## config.mk

```make
export PLATFORM = sky130hd
export DESIGN_NAME = delay_sink
export DESIGN_NICKNAME = d
export VERILOG_FILES = /design/src/rtl/delay_sink.sv
export SDC_FILE = /design/constraint.sdc
export NUM_CORES = 1
export LEC_CHECK = 0
export BUFFER_PORTS_ARGS = -buffer_cell sky130_fd_sc_hd__buf_4
export CAP_MARGIN = 20
export CORE_MARGIN = 2
export CORE_UTILIZATION = 25
export CTS_CLUSTER_SIZE = 25
export DETAILED_ROUTE_END_ITERATION = 10
export GPL_ROUTABILITY_DRIVEN = 0
export PLACE_DENSITY = 0.52
export SYNTH_ARGS = -nofsm -noshare
export SYNTH_HDL_FRONTEND = slang
export SYNTH_SLANG_ARGS = --single-unit
```

## constraint.sdc

```tcl
create_clock -name clk -period 3.44 [get_ports clk]
set_clock_uncertainty 0.05 [all_clocks]
set_input_delay 0.344 -clock clk [delete_from_list [all_inputs] [get_ports clk]]
set_output_delay 0.344 -clock clk [all_outputs]
set_load 0.02 [all_outputs]
```

## src/rtl/delay_sink.sv

```systemverilog
// Credit-granting FIFO at the tail of a fixed-latency delay line; credits cover
// tokens in flight plus stored entries, so the unstallable line never overruns.
module delay_sink #(
  parameter int WIDTH    = 16,
  parameter int LATENCY  = 2,
  parameter int CAPACITY = 4
) (
  input  logic             clk,
  input  logic             rst,
  input  logic             issue,
  output logic             can_issue,
  input  logic             in_valid,
  input  logic [WIDTH-1:0] in_data,
  output logic             out_valid,
  output logic [WIDTH-1:0] out_data,
  input  logic             out_ready,
  output logic             err
);

  localparam int AW = (CAPACITY > 1) ? $clog2(CAPACITY) : 1;
  localparam int CW = $clog2(CAPACITY + 1);
  localparam logic [CW-1:0] CAP = CW'(CAPACITY);

  generate
    if ((CAPACITY < LATENCY + 2) || ((CAPACITY & (CAPACITY - 1)) != 0)) begin : g_bad_params
      $error("delay_sink: CAPACITY must be a power of two and >= LATENCY+2");
    end
  endgenerate

  logic [WIDTH-1:0] r_mem [CAPACITY];
  logic [AW-1:0]    r_wr;
  logic [AW-1:0]    r_rd;
  logic [CW-1:0]    r_count;
  logic [CW-1:0]    r_reserved;
  logic             r_err;

  logic w_full;
  logic w_push;
  logic w_pop;
  logic w_take;
  logic w_viol;

  always_comb begin
    w_full    = (r_count == CAP);
    can_issue = (r_reserved < CAP);
    out_valid = (r_count != '0);
    out_data  = r_mem[r_rd];
    w_push    = in_valid && !w_full;
    w_pop     = out_valid && out_ready;
    w_take    = issue && can_issue;
    w_viol    = (issue && !can_issue) || (in_valid && w_full);
    err       = r_err;
  end

  // Storage is not reset: contents are only observable through out_valid.
  always_ff @(posedge clk) begin
    if (w_push) begin
      r_mem[r_wr] <= in_data;
    end
  end

  always_ff @(posedge clk) begin
    if (!rst) begin
      r_wr       <= '0;
      r_rd       <= '0;
      r_count    <= '0;
      r_reserved <= '0;
      r_err      <= 1'b0;
    end else begin
      if (w_push) begin
        r_wr <= r_wr + 1'b1;
      end
      if (w_pop) begin
        r_rd <= r_rd + 1'b1;
      end
      r_count    <= r_count + CW'(w_push) - CW'(w_pop);
      r_reserved <= r_reserved + CW'(w_take) - CW'(w_pop);
      if (w_viol) begin
        r_err <= 1'b1;
      end
    end
  end

endmodule

```

==> flow_summary.ini, run 1 <==
[die]
io_pins = 40
coreArea_mm2 = 0.0115
die_area_mm2 = 0.0128
initial_core_util_pct = 25.8
die_h_um = 113
row_count = 39
die_w_um = 113

[clock_network]
cts_resized = 0
path_clk_slew_ns = 0.06
cts_tree = yes
cts_buffers = 9
holdBufCountCts = 0
root_buffer = clkbuf_16
worstSkewPairLatency_ns = 0.33
cts.sinks = 77
cts_max_path_buffers = 2
htreeDepth = 3
post_cts_buffers = 0

[critical_path]
crit_slowest_cell = dfxtp_1
path_buf_inv = 1
end_kind = flop
cp_common_cell = xnor2_1
max_stage_delay_ns = 0.50
startpoint_type = flop
path_delay_family = adder cells
cp.arrival_ns = 2.47
path_cells = nor2_1, a21boi_2, xnor2_1, ha_1, inv_1, fa_1, xnor2_1, xnor2_1, and2_1
cp.required_ns = 3.61
crit_fanout = 8
crit_type = flop to flop

[finish]
design_area_mm2 = 0.00376
seqCellArea_mm2 = 0.00218
fillers = 1100
area_delta_synth_final_pct = 26.6
diodes = 0
fin_cells = 343
multi_input_area_um2 = 744
drive_above_1_share_pct = 36.0
layout.nets = 224

[global_routing]
grt.total_usage_pct = 8.78
grt_pass1_vias = 1552
grt-ovfl-total = 0
antenna_found_initial = 0
grt_pass1_wl_um = 8220
grt_max_degree = 17

[detailed_routing]
drcViolationCount = 4
postRouteAntennaNets = 0
wl_per_cell_um = 14.7
viasPerCell = 4.13
num_vias = 1416
drt_wl_total_um = 5050
drt-initial-drc-count = 72
first_pass_iters = 9

[power]
pwr_density_cell_mw_per_mm2 = 819
p_total_mw = 3.08
leakagePower_nw = 1.30
ir_drop_uv = 272

[synth]
ys_ff_latch = 77
synth-xor-area-share_pct = 2.36
yosysUniqueCellTypes = 22
synth_top_family_by_area = multiplexers
syn_inst = 149
syn_nets = 178
yosys.area_share.simple_pct = 4.21
syn-cell-area_mm2 = 0.00297
synth_fa_ha_area_share_pct = 3.87
yosysSeqAreaShare_pct = 73.4
yosys-mux-area-fraction_pct = 12.8
avgSynthCellArea_um2 = 20.0
yosys_warnings = 0
synth_compound_area_share_pct = 1.81

[timing]
hold_violations = 0
fin_setup_tns_ns = 0
timing.final.ws_setup_ns = 1.15
fin_crit_sh_pct = 66.7
fin_crit_ns = 2.29
tightest_slew_ns = 0.881
relSlewSlack_pct = 41.3
setup_viol = 0
timing.final.max_slew_violations = 0
max_freq_ghz = 0.436
rsz0062_at_grt = false

[placed_design]
dpl_worst_slack_ns = 1.11
portBuffers = 39
dp_cells = 327
postPlaceCellArea_mm2 = 0.00342
hpwl_um = 3220

[run_status]
status = finished, violations left
violations = DRC

[run]
drv_cap = 0

[min_path]
hold_path_class = input pin to flop
-- Yosys cell counts --
cell	instances	area [µm²]
nor2_1	3	11.3
buf_6	1	11.3
dfxtp_1	13	260
fa_1	2	40.0
nor2b_1	3	18.8
xnor2_1	8	70.1
edfxtp_1	64	1920
a21boi_0	1	7.51
clkbuf_1	2	7.51
nand2_1	4	15.0
or3_1	1	6.26
nand3_1	1	5.00
a21boi_2	1	11.3
buf_2	2	10.0
o311ai_1	1	8.76
mux2i_1	2	20.0
ha_1	6	75.1
inv_1	5	18.8
mux4_2	16	360
o31ai_4	1	21.3
a21oi_1	1	5.00
and2_1	11	68.8
-- through the flow --
step / hold slack [ns] / util, %
global placement: 0.438 / 29.7
CTS: 0.148 / 32.7
finish: 0.164 / 32.7
global route: 0.152 / 32.7
floorplan: 0.393 / -
detailed placement: 0.447 / 29.7
-- worst paths after layout --
| kind | depth (start not counted) | end | from | slack (ns) |
|---|---|---|---|---|
| max | 9 | r_count[2] | r_count[1] | 1.15 |
| min | 1 | r_mem[2][8] | in_data[8] | 0.16 |
| max reg2reg | 9 | r_count[2] | r_count[1] | 1.15 |
| min reg2reg | 2 | r_wr[1] | r_wr[1] | 0.45 |
-- worst reg2reg max path: stages (launching register included) --
cell	delay (ns)
dfxtp_1	0.50
nor2_1	0.12
a21boi_2	0.35
xnor2_1	0.17
ha_1	0.16
inv_1	0.05
fa_1	0.37
xnor2_1	0.14
xnor2_1	0.13
and2_1	0.15
-- where the power goes --
group	internal (mW)	switching [mW]
registers	1.15	0.0831
logic	0.398	0.392
clock network	0.712	0.348
total	2.26	0.824
-- layer usage --
metal  vias up  track usage [%]  share of wire (%)
met5         -                0                  0
met2        39             14.4                 50
met1       703             9.79                 42
li1        668                -                  -
met3         6             4.55                6.9
met4         0             3.17                1.3
-- logic make-up (layout without fill, tap and decap cells) --
family	after synthesis	in the layout
flip-flops	77	77
AND/OR/NAND/NOR	23	23
multiplexers	18	18
buffers and inverters	10	61
adder cells (fa/ha/maj)	8	8
XOR/XNOR	8	8
AO/OA/AOI/OAI	5	5
-- layout make-up --
| class | instances | area share [%] |
|---|---|---|
| tap | 143 | 4.75 |
| timing repair buffer | 40 | 7.98 |
| inverter | 5 | 0.499 |
| clock inverter | 5 | 2.86 |
| multi-input combinational | 62 | 19.8 |
| clock buffer | 11 | 6.18 |
| sequential | 77 | 58.0 |
-- sequential cells by signal, summed over array words and instances, names as in the netlist, named ones only --
signal	count
r_mem	64
r_count	3
r_reserved	3
r_rd	2
r_wr	2
err	1
-- placed cells by master, fill, tap and decap left out, types with 2 or more instances in the layout --
| cell type | instances |
|---|---|
| and2_1 | 11 |
| buf_4 | 40 |
| bufinv_16 | 3 |
| clkbuf_1 | 2 |
| clkbuf_16 | 9 |
| dfxtp_1 | 13 |
| edfxtp_1 | 64 |
| fa_1 | 2 |
| ha_1 | 6 |
| inv_1 | 5 |
| mux2i_1 | 2 |
| mux4_2 | 16 |
| nand2_1 | 4 |
| nor2_1 | 3 |
| nor2b_1 | 3 |
| xnor2_1 | 8 |
Power figures use the tool's default switching activity.
==> inputs of run 2 (changes only) <==
Settings changed: ABC_AREA from default to 1.
Clock period 3.44 ns to 2.2 ns, I/O delays scaled along.
==> run 2 against run 1 <==
The flow now finishes without violations. Die area is 2.3% higher. Design area is 1.9% higher. Clock power is 37% higher. Wire length is 19% higher. Utilization is 0.61 points lower. Area after synthesis is 2.4% higher. Non-clock buffer count is 6 higher. Combinational power is 75% higher. Sequential power is 53% higher. Sequential cell count stayed put. Sequential share of layout area is 1.1 points lower.
==> flow_summary.ini, run 2 <==
[clock_network]
cts.sinks = 77
worstSkewPairLatency_ns = 0.32
post_cts_buffers = 0
htreeDepth = 3
cts_tree = yes
cts_resized = 0
root_buffer = clkbuf_16
cts_buffers = 9
holdBufCountCts = 0
path_clk_slew_ns = 0.06
cts_max_path_buffers = 2

[global_routing]
grt_pass1_wl_um = 9560
grt-ovfl-total = 0
grt_max_degree = 33
grt_pass1_vias = 1850
grt.total_usage_pct = 9.70
antenna_found_initial = 0

[power]
leakagePower_nw = 1.41
pwr-share-clk_pct = 30.8
switching_share_pct = 32.3
p_int_mw = 3.19
ir_drop_uv = 547
p_seq_share_pct = 40.0
p_sw_mw = 1.52
power_frac_comb_pct = 29.3
pwr_density_cell_mw_per_mm2 = 1230
p_total_mw = 4.71

[synth]
yosysUniqueCellTypes = 20
yosysSeqAreaShare_pct = 71.7
avgSynthCellArea_um2 = 12.6
ys.flop_type = edfxtp_1
synthTopCellsByArea = edfxtp_1 63%, dfxtp_1 8.5%, nor2_1 5.4%
syn_nets = 270
yosys_warnings = 0
syn_inst = 241
ys_ff_latch = 77
syn-cell-area_mm2 = 0.00304
post-synth-top-count-cell = edfxtp_1
synth_top_area_cell = edfxtp_1
yosysTopAreaCellShare_pct = 63.1
synth_edf_count = 64
ys_top_cells_by_count = 64 x edfxtp_1, 44 x nor2_1, 28 x o21ai_1
async_flop_share_pct = 0

[min_path]
hold_path_class = input pin to flop

[finish]
top_register = r_mem
largest_reg_flops = 64
layout.nets = 319
reg_top3 = r_mem x64, r_count x3, r_reserved x3
final_cell_mix = 64 x edfxtp_1, 46 x buf_4, 40 x nor2_1
area_delta_synth_final_pct = 26.1
diodes = 0
layout_commonest_cell = edfxtp_1
drive_above_1_share_pct = 24.7

[detailed_routing]
wl_per_cell_um = 13.6
first_pass_iters = 4
drcViolationCount = 0
drt-initial-drc-count = 128
drt_wl_total_um = 6030
num_vias = 1873
viasPerCell = 4.24
postRouteAntennaNets = 0

[timing]
timing.final.max_slew_violations = 0
relSlewSlack_pct = 63.3
setup_viol = 0
fin_crit_ns = 2.06
fin_setup_tns_ns = 0
max_freq_ghz = 0.485
tightest_slew_ns = 0.550
rsz0062_at_grt = false
fin_crit_sh_pct = 93.7
hold_violations = 0
hold_ws_ns = 0.0408

[placed_design]
hpwl_um = 3800
portBuffers = 39

[die]
die_w_um = 114
initial_core_util_pct = 25.4
die_area_mm2 = 0.0131
row_count = 40
die_h_um = 114
io_pins = 40
coreArea_mm2 = 0.0120

[critical_path]
end_kind = output pin
crit_fanout = 16
cp.arrival_ns = 1.79
cp.required_ns = 1.93
startpoint_type = flop
crit_type = flop to output pin

[run]
drv_cap = 0

[run_status]
status = completed
-- run 2: final cells by class --
type,count,area [µm²]
sequential,77,2180
clock inverter,6,70.1
multi-input combinational,137,756
tap,147,184
clock buffer,10,229
timing repair buffer,46,345
fill,1179,8120
inverter,19,71.3
-- run 2: through the flow --
step	setup slack (ns)	cells	util, %	instance area (µm²)
after floorplan	0.353	241	-	3040
after global routing	0.00109	442	32.1	3840
after CTS	0.125	442	32.1	3840
after detailed placement	0.279	426	29.6	3540
after global placement	0.310	426	29.6	3540
final	0.139	442	32.1	3840
-- run 2: kinds of logic (layout without fill, tap and decap cells) --
logic type      Yosys count  in the layout  synth area share (%)
flops                    77             77                  71.7
xor+xnor                  3              3                 0.863
fa+ha+maj                 8              8                  3.78
simple gates             70             70                  9.99
buf+inv                  27             81                  3.82
compound gates           56             56                  9.86
-- run 2: critical path, cell delays in order (launching register included) --
cell and delay, ns:
dfxtp_1 0.48, inv_2 0.34, o21ai_0 0.14, o22ai_1 0.28, buf_4 0.21
-- run 2: worst paths after layout --
| check | start | to | slack [ns] | cells after the start |
|---|---|---|---|---|
| setup / recovery | flop | out_data[15] | 0.14 | 4 |
| hold / removal | in_data[5] | r_mem[3][5] | 0.04 | 1 |
| setup reg to reg | r_count[1] | r_reserved[2] | 0.29 | 11 |
| hold reg to reg | r_wr[1] | r_wr[1] | 0.45 | 2 |
-- run 2: power by group through the flow --
stage,clock network (mW),registers [mW],logic [mW]
2_1_floorplan,0,1.90,0.895
3_3_place_gp,0,1.91,1.39
3_5_place_dp,0,1.92,1.40
4_1_cts,1.49,1.88,1.40
5_1_grt,1.54,1.90,1.54
6_report,1.45,1.88,1.38
-- run 2: per-layer routing --
| layer | up-vias | global-route usage, % | share of wire (%) |
|---|---|---|---|
| met5 | - | 0 | 0 |
| met4 | 0 | 3.17 | 0.88 |
| met3 | 6 | 3.39 | 5.4 |
| met2 | 42 | 15.5 | 48 |
| met1 | 877 | 12.3 | 45 |
| li1 | 948 | - | - |
==> inputs of run 3 (changes only) <==
Settings changed: CORE_MARGIN 2 to 3.
==> run 3 against run 2 <==
Clock-buffer cell count fell by 1. First-iteration DRC count rose by 30%. Via count rose by 0.37%. Design area fell by 0.20%. Register-to-register slack got worse by 0.02 ns. Power rose by 1.4%. Final cell count fell by 1.1%. Hold slack improved by 0.0024 ns. Sequential share of layout area rose by 0.11 points. Clock power rose by 6%. Sequential power barely moved. Fmax rose by 6.4%. Highest routed layer unchanged.
==> flow_summary.ini, run 3 (same netlist as run 2, synthesis figures left out) <==
[global_routing]
grt_pass1_vias = 1808
grt_pass1_wl_um = 9310
grt_max_degree = 33
grt.total_usage_pct = 9.29
antenna_found_initial = 0
grt-ovfl-total = 0

[clock_network]
htreeDepth = 3
holdBufCountCts = 0
cts_buffers = 9
cts.sinks = 77
worstSkewPairLatency_ns = 0.33
cts_tree = yes
root_buffer = clkbuf_16
path_clk_slew_ns = 0.06
cts_resized = 0
post_cts_buffers = 0
cts_max_path_buffers = 2

[detailed_routing]
first_pass_iters = 4
drt_wl_total_um = 6030
wl_per_cell_um = 13.8
drcViolationCount = 0
drt-initial-drc-count = 167
viasPerCell = 4.30
postRouteAntennaNets = 0
num_vias = 1880

[finish]
fillers = 1142
reg_top3 = r_mem x64, r_count x3, r_reserved x3
layout.nets = 318
largest_reg_flops = 64
diodes = 0
layout_commonest_cell = edfxtp_1
final_cell_mix = 64 x edfxtp_1, 45 x buf_4, 44 x nor2_1
fin_util_pct = 32.8
drive_above_1_share_pct = 22.8
top_register = r_mem
area_delta_synth_final_pct = 25.8

[timing]
setup_viol = 0
rsz0062_at_grt = false
hold_violations = 0
max_freq_ghz = 0.516
fin_crit_ns = 1.94
fin_setup_tns_ns = 0
tightest_slew_ns = 0.571
relSlewSlack_pct = 61.9
timing.final.max_slew_violations = 0
fin_crit_sh_pct = 88.0

[run_status]
status = completed

[critical_path]
end_kind = output pin
crit_slowest_cell = dfxtp_1
crit_type = flop to output pin
cp.required_ns = 1.93
crit_fanout = 9
path_buf_inv = 2
path_delay_family = flip-flops
startpoint_type = flop
max_stage_delay_ns = 0.55
cp.arrival_ns = 1.67
path_cells = buf_4, o21ai_1, o22ai_1, buf_4
cp_common_cell = buf_4

[power]
ir_drop_uv = 456
leakagePower_nw = 1.42
pwr_density_cell_mw_per_mm2 = 1250

[placed_design]
portBuffers = 39
hpwl_um = 3720

[run]
drv_cap = 0

[die]
row_count = 39
die_area_mm2 = 0.0135
initial_core_util_pct = 26.1
io_pins = 40
coreArea_mm2 = 0.0117
die_h_um = 116
die_w_um = 116

[min_path]
hold_path_class = input pin to flop
[run 3: where the power goes]
part	switching (mW)	internal [mW]
combinational	0.850	0.514
sequential	0.102	1.78
clock	0.543	0.986
[run 3: stage by stage]
| step | power [mW] | worst slack [ns] | area [µm²] | std cells | hold slack, ns |
|---|---|---|---|---|---|
| finish | 4.77 | 0.263 | 3830 | 437 | 0.0432 |
| global route | 5.07 | 0.0846 | 3830 | 437 | 0.0242 |
| CTS | 4.85 | 0.221 | 3830 | 437 | 0.0274 |
| detailed placement | 3.30 | 0.280 | 3520 | 421 | 0.376 |
| global placement | 3.28 | 0.326 | 3520 | 421 | 0.374 |
| floorplan | 2.80 | 0.353 | 3040 | 241 | 0.263 |
[run 3: layer usage]
layer	track usage, %	vias to the layer above	part of all wire, %
met2	14.3	47	47
li1	-	945	-
met3	4.82	5	7.4
met1	11.6	883	46
met5	0	-	0
met4	2.32	0	0.58
[run 3: area by class of cell]
class / count / area, µm² / share of cell area, %
clock inverters: 7 / 88.8 / 2.32
clock buffers: 9 / 225 / 5.88
flip-flops and latches: 77 / 2180 / 57.0
multi-input cells: 137 / 746 / 19.5
well taps: 143 / 179 / 4.67
inverters: 19 / 71.3 / 1.86
repair buffers: 45 / 338 / 8.82
[run 3: path summary, 6_finish.rpt]
check | start | endpoint | slack (ns) | cells after the start
setup reg to reg | r_count[1] | r_reserved[2] | 0.27 | 11
setup / recovery | flop | out_data[11] | 0.26 | 4
hold / removal | in_data[5] | r_mem[1][5] | 0.04 | 1
hold reg to reg | r_rd[0] | r_rd[0] | 0.45 | 2
